--- src/rtl/uart_rcv.sv ---
`default_nettype none
// ============================================================================
// Module      : uart_rcv
// Description : 8N1 UART receiver. RX is double-synchronised, a falling edge
//               starts a frame, and a single baud counter places one sample
//               at the centre of every bit (start, 8 data LSB first, stop).
//               A completed byte is presented on rx_data with a sticky rdy
//               flag that the consumer clears with clr_rdy.
// Options     : UART_FRAME_ERR_EN - when defined, a frame whose stop sample
//               is 0 is discarded and frm_err pulses for one clock instead
//               of setting rdy. When undefined, frm_err is tied low and the
//               stop bit is not checked.
// Revision    : 1.0 - initial release
// ============================================================================
module uart_rcv #(
    parameter int BAUD_DIV = 2604,  // clocks per bit, >= 16
    parameter int CNT_W    = 12     // baud counter width, must hold BAUD_DIV
) (
    input  logic       clk,
    input  logic       rst_n,
    input  logic       RX,
    input  logic       clr_rdy,
    output logic [7:0] rx_data,
    output logic       rdy,
    output logic       frm_err
);

    typedef enum logic [1:0] {
        IDLE    = 2'd0,
        RECEIVE = 2'd1,
        DONE    = 2'd2
    } state_t;

    // Half a bit from the start edge lands the first sample at the start-bit
    // centre; a full bit between later samples keeps them centred.
    localparam logic [CNT_W-1:0] HALF_CNT = CNT_W'(BAUD_DIV / 2);
    localparam logic [CNT_W-1:0] FULL_CNT = CNT_W'(BAUD_DIV - 1);
    localparam logic [3:0]       LAST_BIT = 4'd9;  // index of the stop sample

    state_t           state_q,    state_d;
    logic [CNT_W-1:0] baud_cnt_q, baud_cnt_d;
    logic [3:0]       bit_cnt_q,  bit_cnt_d;
    logic [8:0]       shift_q,    shift_d;
    logic [7:0]       rx_data_q,  rx_data_d;
    logic             rdy_q,      rdy_d;
    logic             rx_ff1_q, rx_ff2_q, rx_prev_q;
    logic             start_edge;

    // Two-flop synchroniser plus one history flop for edge detection; all
    // preset high so that leaving reset never looks like a start bit.
    always_ff @(posedge clk or negedge rst_n) begin
        if (!rst_n) begin
            rx_ff1_q  <= 1'b1;
            rx_ff2_q  <= 1'b1;
            rx_prev_q <= 1'b1;
        end else begin
            rx_ff1_q  <= RX;
            rx_ff2_q  <= rx_ff1_q;
            rx_prev_q <= rx_ff2_q;
        end
    end

    assign start_edge = rx_prev_q & ~rx_ff2_q;

`ifdef UART_FRAME_ERR_EN
    logic frm_err_q, frm_err_d;
`endif

    // Next-state, counters, shift register and handshake flag.
    always_comb begin
        state_d    = state_q;
        baud_cnt_d = baud_cnt_q;
        bit_cnt_d  = bit_cnt_q;
        shift_d    = shift_q;
        rx_data_d  = rx_data_q;
        rdy_d      = rdy_q;
`ifdef UART_FRAME_ERR_EN
        frm_err_d  = 1'b0;
`endif
        // Acknowledge first so that a completion below overrides it.
        if (clr_rdy) begin
            rdy_d = 1'b0;
        end
        case (state_q)
            IDLE: begin
                baud_cnt_d = '0;
                if (start_edge) begin
                    state_d    = RECEIVE;
                    baud_cnt_d = HALF_CNT;
                    bit_cnt_d  = 4'd0;
                    rdy_d      = 1'b0;
                end
            end
            RECEIVE: begin
                if (baud_cnt_q == '0) begin
                    if ((bit_cnt_q == 4'd0) && rx_ff2_q) begin
                        // Start bit gone high by its centre: line glitch.
                        state_d = IDLE;
                    end else begin
                        shift_d    = {rx_ff2_q, shift_q[8:1]};
                        bit_cnt_d  = bit_cnt_q + 4'd1;
                        baud_cnt_d = FULL_CNT;
                        if (bit_cnt_q == LAST_BIT) begin
                            state_d = DONE;
                        end
                    end
                end else begin
                    baud_cnt_d = baud_cnt_q - 1'b1;
                end
            end
            DONE: begin
                // shift_q[8] is the stop bit, shift_q[7:0] the data byte.
                state_d    = IDLE;
                baud_cnt_d = '0;
`ifdef UART_FRAME_ERR_EN
                if (shift_q[8]) begin
                    rx_data_d = shift_q[7:0];
                    rdy_d     = 1'b1;
                end else begin
                    frm_err_d = 1'b1;
                end
`else
                rx_data_d = shift_q[7:0];
                rdy_d     = 1'b1;
`endif
            end
            default: begin
                state_d    = IDLE;
                baud_cnt_d = '0;
            end
        endcase
    end

    // State and datapath registers.
    always_ff @(posedge clk or negedge rst_n) begin
        if (!rst_n) begin
            state_q    <= IDLE;
            baud_cnt_q <= '0;
            bit_cnt_q  <= 4'd0;
            shift_q    <= 9'd0;
            rx_data_q  <= 8'd0;
            rdy_q      <= 1'b0;
        end else begin
            state_q    <= state_d;
            baud_cnt_q <= baud_cnt_d;
            bit_cnt_q  <= bit_cnt_d;
            shift_q    <= shift_d;
            rx_data_q  <= rx_data_d;
            rdy_q      <= rdy_d;
        end
    end

`ifdef UART_FRAME_ERR_EN
    // One-clock framing error pulse.
    always_ff @(posedge clk or negedge rst_n) begin
        if (!rst_n) begin
            frm_err_q <= 1'b0;
        end else begin
            frm_err_q <= frm_err_d;
        end
    end
    assign frm_err = frm_err_q;
`else
    assign frm_err = 1'b0;
`endif

    assign rx_data = rx_data_q;
    assign rdy     = rdy_q;

endmodule
`default_nettype wire

--- config.mk ---
export PLATFORM = sky130hd
export DESIGN_NAME = uart_rcv
export DESIGN_NICKNAME = d
export VERILOG_FILES = /design/src/rtl/uart_rcv.sv
export SDC_FILE = /design/constraint.sdc
export NUM_CORES = 1
export LEC_CHECK = 0
export CAP_MARGIN = 30
export CORE_MARGIN = 2
export CORE_UTILIZATION = 35
export CTS_CLUSTER_SIZE = 12
export DETAILED_ROUTE_END_ITERATION = 8
export GPL_TIMING_DRIVEN = 0
export HOLD_SLACK_MARGIN = 0.05
export PLACE_DENSITY = 0.61
export SKIP_LAST_GASP = 1
export SLEW_MARGIN = 15
export SYNTH_ARGS = -nofsm -noshare
export SYNTH_HDL_FRONTEND = slang
export SYNTH_SLANG_ARGS = --single-unit
--- constraint.sdc ---
create_clock -name clk -period 6.2 [get_ports clk]
set_input_delay 1.24 -clock clk [delete_from_list [all_inputs] [get_ports clk]]
set_output_delay 1.24 -clock clk [all_outputs]
set_load 0.01 [all_outputs]
**Yosys cells after proc, flatten, opt, wreduce, memory -nomap -nowiden**

Index checks and enable logic that the tools add are counted.

- Bits in registers: 39
- Bits of input ports: 4
- Word-level logic and storage cells: 46

- Add/sub/neg operators: 2
- Equality and inequality tests: 8
- Multiplexer cells: 16
- Bitwise gates (word level): 3
- Reductions and logical operators: 8

Operators with widths:

| kind | count |
|---|---|
| 12-bit two-way mux | 2 |
| 12-bit one-hot mux with 2 select lines | 1 |
| 12-bit zero test | 1 |
| 4-bit two-way mux | 3 |
| 12-bit by 1-bit subtractor with 12-bit output (second input constant) | 1 |
| 11-bit two-way mux | 1 |
| 2-bit two-way mux | 4 |
| 4-bit one-hot mux with 2 select lines | 1 |
| 2-bit inequality test (second input constant) | 3 |
| 3-bit inequality test (second input constant) | 2 |
| 3-bit AND reduction | 2 |
| 4-bit by 1-bit adder with 4-bit output (second input constant) | 1 |
| 4-bit equality test (second input constant) | 1 |
| 4-bit zero test | 1 |
| 2-bit one-hot mux with 2 select lines | 1 |
| 4-bit AND reduction | 1 |
| 2-bit by 1-bit equality test with 1-bit output (second input constant) | 1 |
| 2-bit equality test (second input constant) | 1 |
| 2-bit zero test | 1 |
| 1-bit two-way mux | 2 |
| 1-bit NOT | 2 |
| 1-bit one-hot mux with 2 select lines | 1 |
| 2-bit nonzero test | 1 |
| 1-bit bitwise AND | 1 |
| 1-bit logical AND | 1 |

**Depth between registers and ports, before layout**

- Depth in word-level cells: 5
- Mapped depth: 8
- Gate-level depth less buffers: 7

**Worst setup path before layout**

OpenSTA, ideal clock, no wires.

- Kind: register to register
- Start: register baud_cnt_q[0]
- End: register bit_cnt_q[0]
- Library setup time: 0.080 ns
- Arrival: 2.051 ns
- Path slack: 4.069 ns
- Stages on the path, launching flop included: 9
- Path buffers: 1
- Clock period less this slack: 2.131 ns
- Cell sequence: dfrtp_1 inv_1 ha_1 or4b_1 or4_4 buf_6 nor4_4 a21oi_2 o22ai_2

- Longest elaborated chain between the ends: 3

Ends and longest elaborated chain:

| what | RTL line | source |
|---|---|---|
| from (decl) | 41 | `logic [CNT_W-1:0] baud_cnt_q, baud_cnt_d;` |
| from (signal assigned) | 145 | `baud_cnt_q <= baud_cnt_d;` |
| 12-bit zero test | 95 | `if (baud_cnt_q == '0) begin` |
| 2-bit inequality test (no line) | - |  |
| 4-bit AND reduction (no line) | - |  |
| to (signal assigned) | 146 | `bit_cnt_q <= bit_cnt_d;` |
| to (decl) | 42 | `logic [3:0] bit_cnt_q, bit_cnt_d;` |

Every way passes these cells.
A chain may end at the register's enable or synchronous reset.

**Final worst setup path**

- Start: register rx_data_q[2] (netlist: rx_data[2])
- End: output port rx_data[2]

RTL lines:

| what | RTL line | source |
|---|---|---|
| from (decl) | 44 | `logic [7:0] rx_data_q, rx_data_d;` |
| from (signal assigned) | 148 | `rx_data_q <= rx_data_d;` |
| to (decl) | 23 | `output logic [7:0] rx_data,` |

No word-level cell between the ends.

==> flow_summary.ini <==
[run_status]
outcome = finished, final reports clean

[synthesis]
yosysWarnings = 0
synth_edf_count = 0
synth_nets = 169
synth_top_area_share = 0.482
synth_area_leaders = dfrtp_1, mux2_2, dfstp_2
async_flop_share = 1.00
syn-cell-area_um2 = 1870
yosys_most_used_dff = dfrtp_1
ys_seq_elements = 39
synth_cells = 160
synthDistinctLibCells = 44
synth.avg_cell_area_um2 = 11.7
synth_top_area_cell = dfrtp_1
yosysSeqAreaShare = 0.524

[clock_network]
hold_buffers = 0
htree_levels = 2
cts_sinks = 39
cts_made_buffers = 5
cts_resized = 0
cts_buffer_depth = 2
postCtsSetupBuffers = 0
clk_pin_slew_ns = 0.08
clk_latency_ns = 0.30
cts_tree = done
clk_root_buffer_cell = clkbuf_8

[critical_path]
cp_slowest_cell = clkdlybuf4s50_1
crit_fanout = 2
critPathBufInv = 1
slowest_delay_ns = 0.54
end_kind = primary output
critical_path.top_delay_family = buffers and inverters
crit_required_ns = 4.96
critPathKind = reg -> out
path_cells = clkdlybuf4s50_1
arrival_ns = 1.21
startpoint_type = flip-flop

[layout]
layout.cells.most_common = dfrtp_1
antenna_cells = 0
area_growth_pct = 18.8
n_fill_cell = 507
drive_above_1_share = 0.273
final_cell_mix = dfrtp_1, mux2_2, nor2_1, clkdlybuf4s50_1, nand2_1
fin_util = 0.432
nets = 191

[sta]
post-route-min-period_ns = 2.45
fin_tns_setup_ns = 0
finalCritPeriodShare = 0.394
rsz0062_at_grt = no
relSlewSlack = 0.621
fmax_mhz = 409
skew_ns = 0.00586
slew_violations = 0
worstMarginPinSlew_ns = 0.567
setup_viol = 0
hold_viol = 0

[global_routing]
grt_pass1_vias = 1374
grt.total_usage = 0.140
antenna_found_initial = 0
grt_pass1_wl_mm = 6.52
grt_max_degree = 28
gr-total-overflow = 0

[floorplan]
start_util = 0.364
die_h_um = 77.1
core_um2 = 5140
die_w_um = 77.1
rows = 26
die_area_um2 = 5940
num_io_pins = 14

[route]
highest_layer = met4
drt_wl_total_mm = 3.67
dr_wl_met3_um = 115
wire_per_inst_um = 14.5
vias = 1284
viasPerCell = 5.08
ant_nets = 0
drt_iter0_drc = 91
dr.pass1.iters = 4
drc_errors = 0
wl_met1_mm = 1.69
wl_met2_mm = 1.82

[hold_path]
hold_path_class = reg -> reg

[power_and_ir_drop]
ir_worst_vdd_uv = 154
leakagePower_nw = 1.00
power_density_nw_per_um2 = 386

[run]
maxCapViolations = 0

[placement]
hpwl_mm = 2.67
gp_congestion = 0.858
port_buffers = 12
-- final timing paths --
check	to	cells past startpoint	slack, ns	from
max	rx_data[2]	1	3.75	rx_data[2]
min in group asynchronous	baud_cnt_q[11]	1	0.83	rst_n
min	rx_ff2_q	0	0.36	rx_ff1_q
min reg2reg	rx_ff2_q	0	0.36	rx_ff1_q
max reg2reg	shift_q[8]	6	3.84	baud_cnt_q[0]
max in group asynchronous	rx_ff1_q	2	4.85	rst_n
-- stage by stage --
stage               total power [W]  cell area [µm²]  cells  worst slack, ns  hold WS (ns)
finish                     0.000858             2220    253             3.75         0.359
global route               0.000925             2220    253             3.70         0.365
CTS                        0.000863             2210    251             3.65         0.363
detailed placement         0.000642             2090    243             3.66         0.351
global placement           0.000625             2080    242             3.00         0.346
floorplan                  0.000574             1870    160             4.07         0.345
-- area by class of cell --
type | count | area, µm² | share of cell area
Clock buffer | 5 | 68.8 | 0.0310
Timing Repair Buffer | 15 | 148 | 0.0665
Sequential cell | 39 | 980 | 0.441
Inverter | 6 | 22.5 | 0.0101
Tap cell | 70 | 87.6 | 0.0394
Multi-Input combinational cell | 109 | 817 | 0.368
Buffer | 6 | 50.0 | 0.0225
Clock inverter | 3 | 47.5 | 0.0214
-- cells by family (layout without fill, tap and decap cells) --
kind of cell	count (synthesis)	in the layout	synth area share
compound gates	28	28	0.0997
xor+xnor	5	5	0.0234
fa+ha+maj	5	5	0.0335
buf+inv	12	35	0.0388
flops	39	39	0.524
mux	18	18	0.108
other cells	1	1	0.00201
simple gates	52	52	0.170
-- where the power goes --
part | internal [W] | leakage (nW) | switching (W)
clock | 0.000122 | 0.0587 | 0.0000939
sequential | 0.000309 | 0.509 | 0.0000569
combinational | 0.000128 | 0.436 | 0.000148
total | 0.000559 | 1.00 | 0.000299
-- worst register-to-register path, cell delays in order (launching register included) --
cell	delay (ns)
dfrtp_1	0.42
inv_1	0.09
ha_1	0.16
or4b_1	0.51
nor4_1	0.34
nand2_1	0.36
mux2_2	0.38
-- synthesized netlist by cell type, types with 2 or more instances --
cell type,count
or4_4,2
nand3_1,3
a21oi_1,6
buf_4,2
nand2b_1,3
a31oi_1,4
dfrtp_1,36
dfstp_2,3
xnor2_1,2
nand2_1,9
buf_6,2
xor2_1,3
a211oi_1,5
nor4_1,5
ha_1,5
o21ai_0,6
nor3b_1,2
nor2_1,11
mux2_2,18
nor3_1,4
inv_1,6
-- registers in the layout, indices dropped and copies added (netlist names) --
register	flops
rx_ff2_q	1
rx_prev_q	1
state_q	2
rx_ff1_q	1
shift_q	9
baud_cnt_q	12
rx_data	8
bit_cnt_q	4
rdy	1
-- metal layers --
metal / global-route usage / vias up
li1: - / 623
met1: 0.171 / 640
met2: 0.226 / 16
met3: 0.0341 / 5
met4: 0.0804 / 0
met5: 0 / -
No activity file was read; power rests on OpenSTA's default activity.
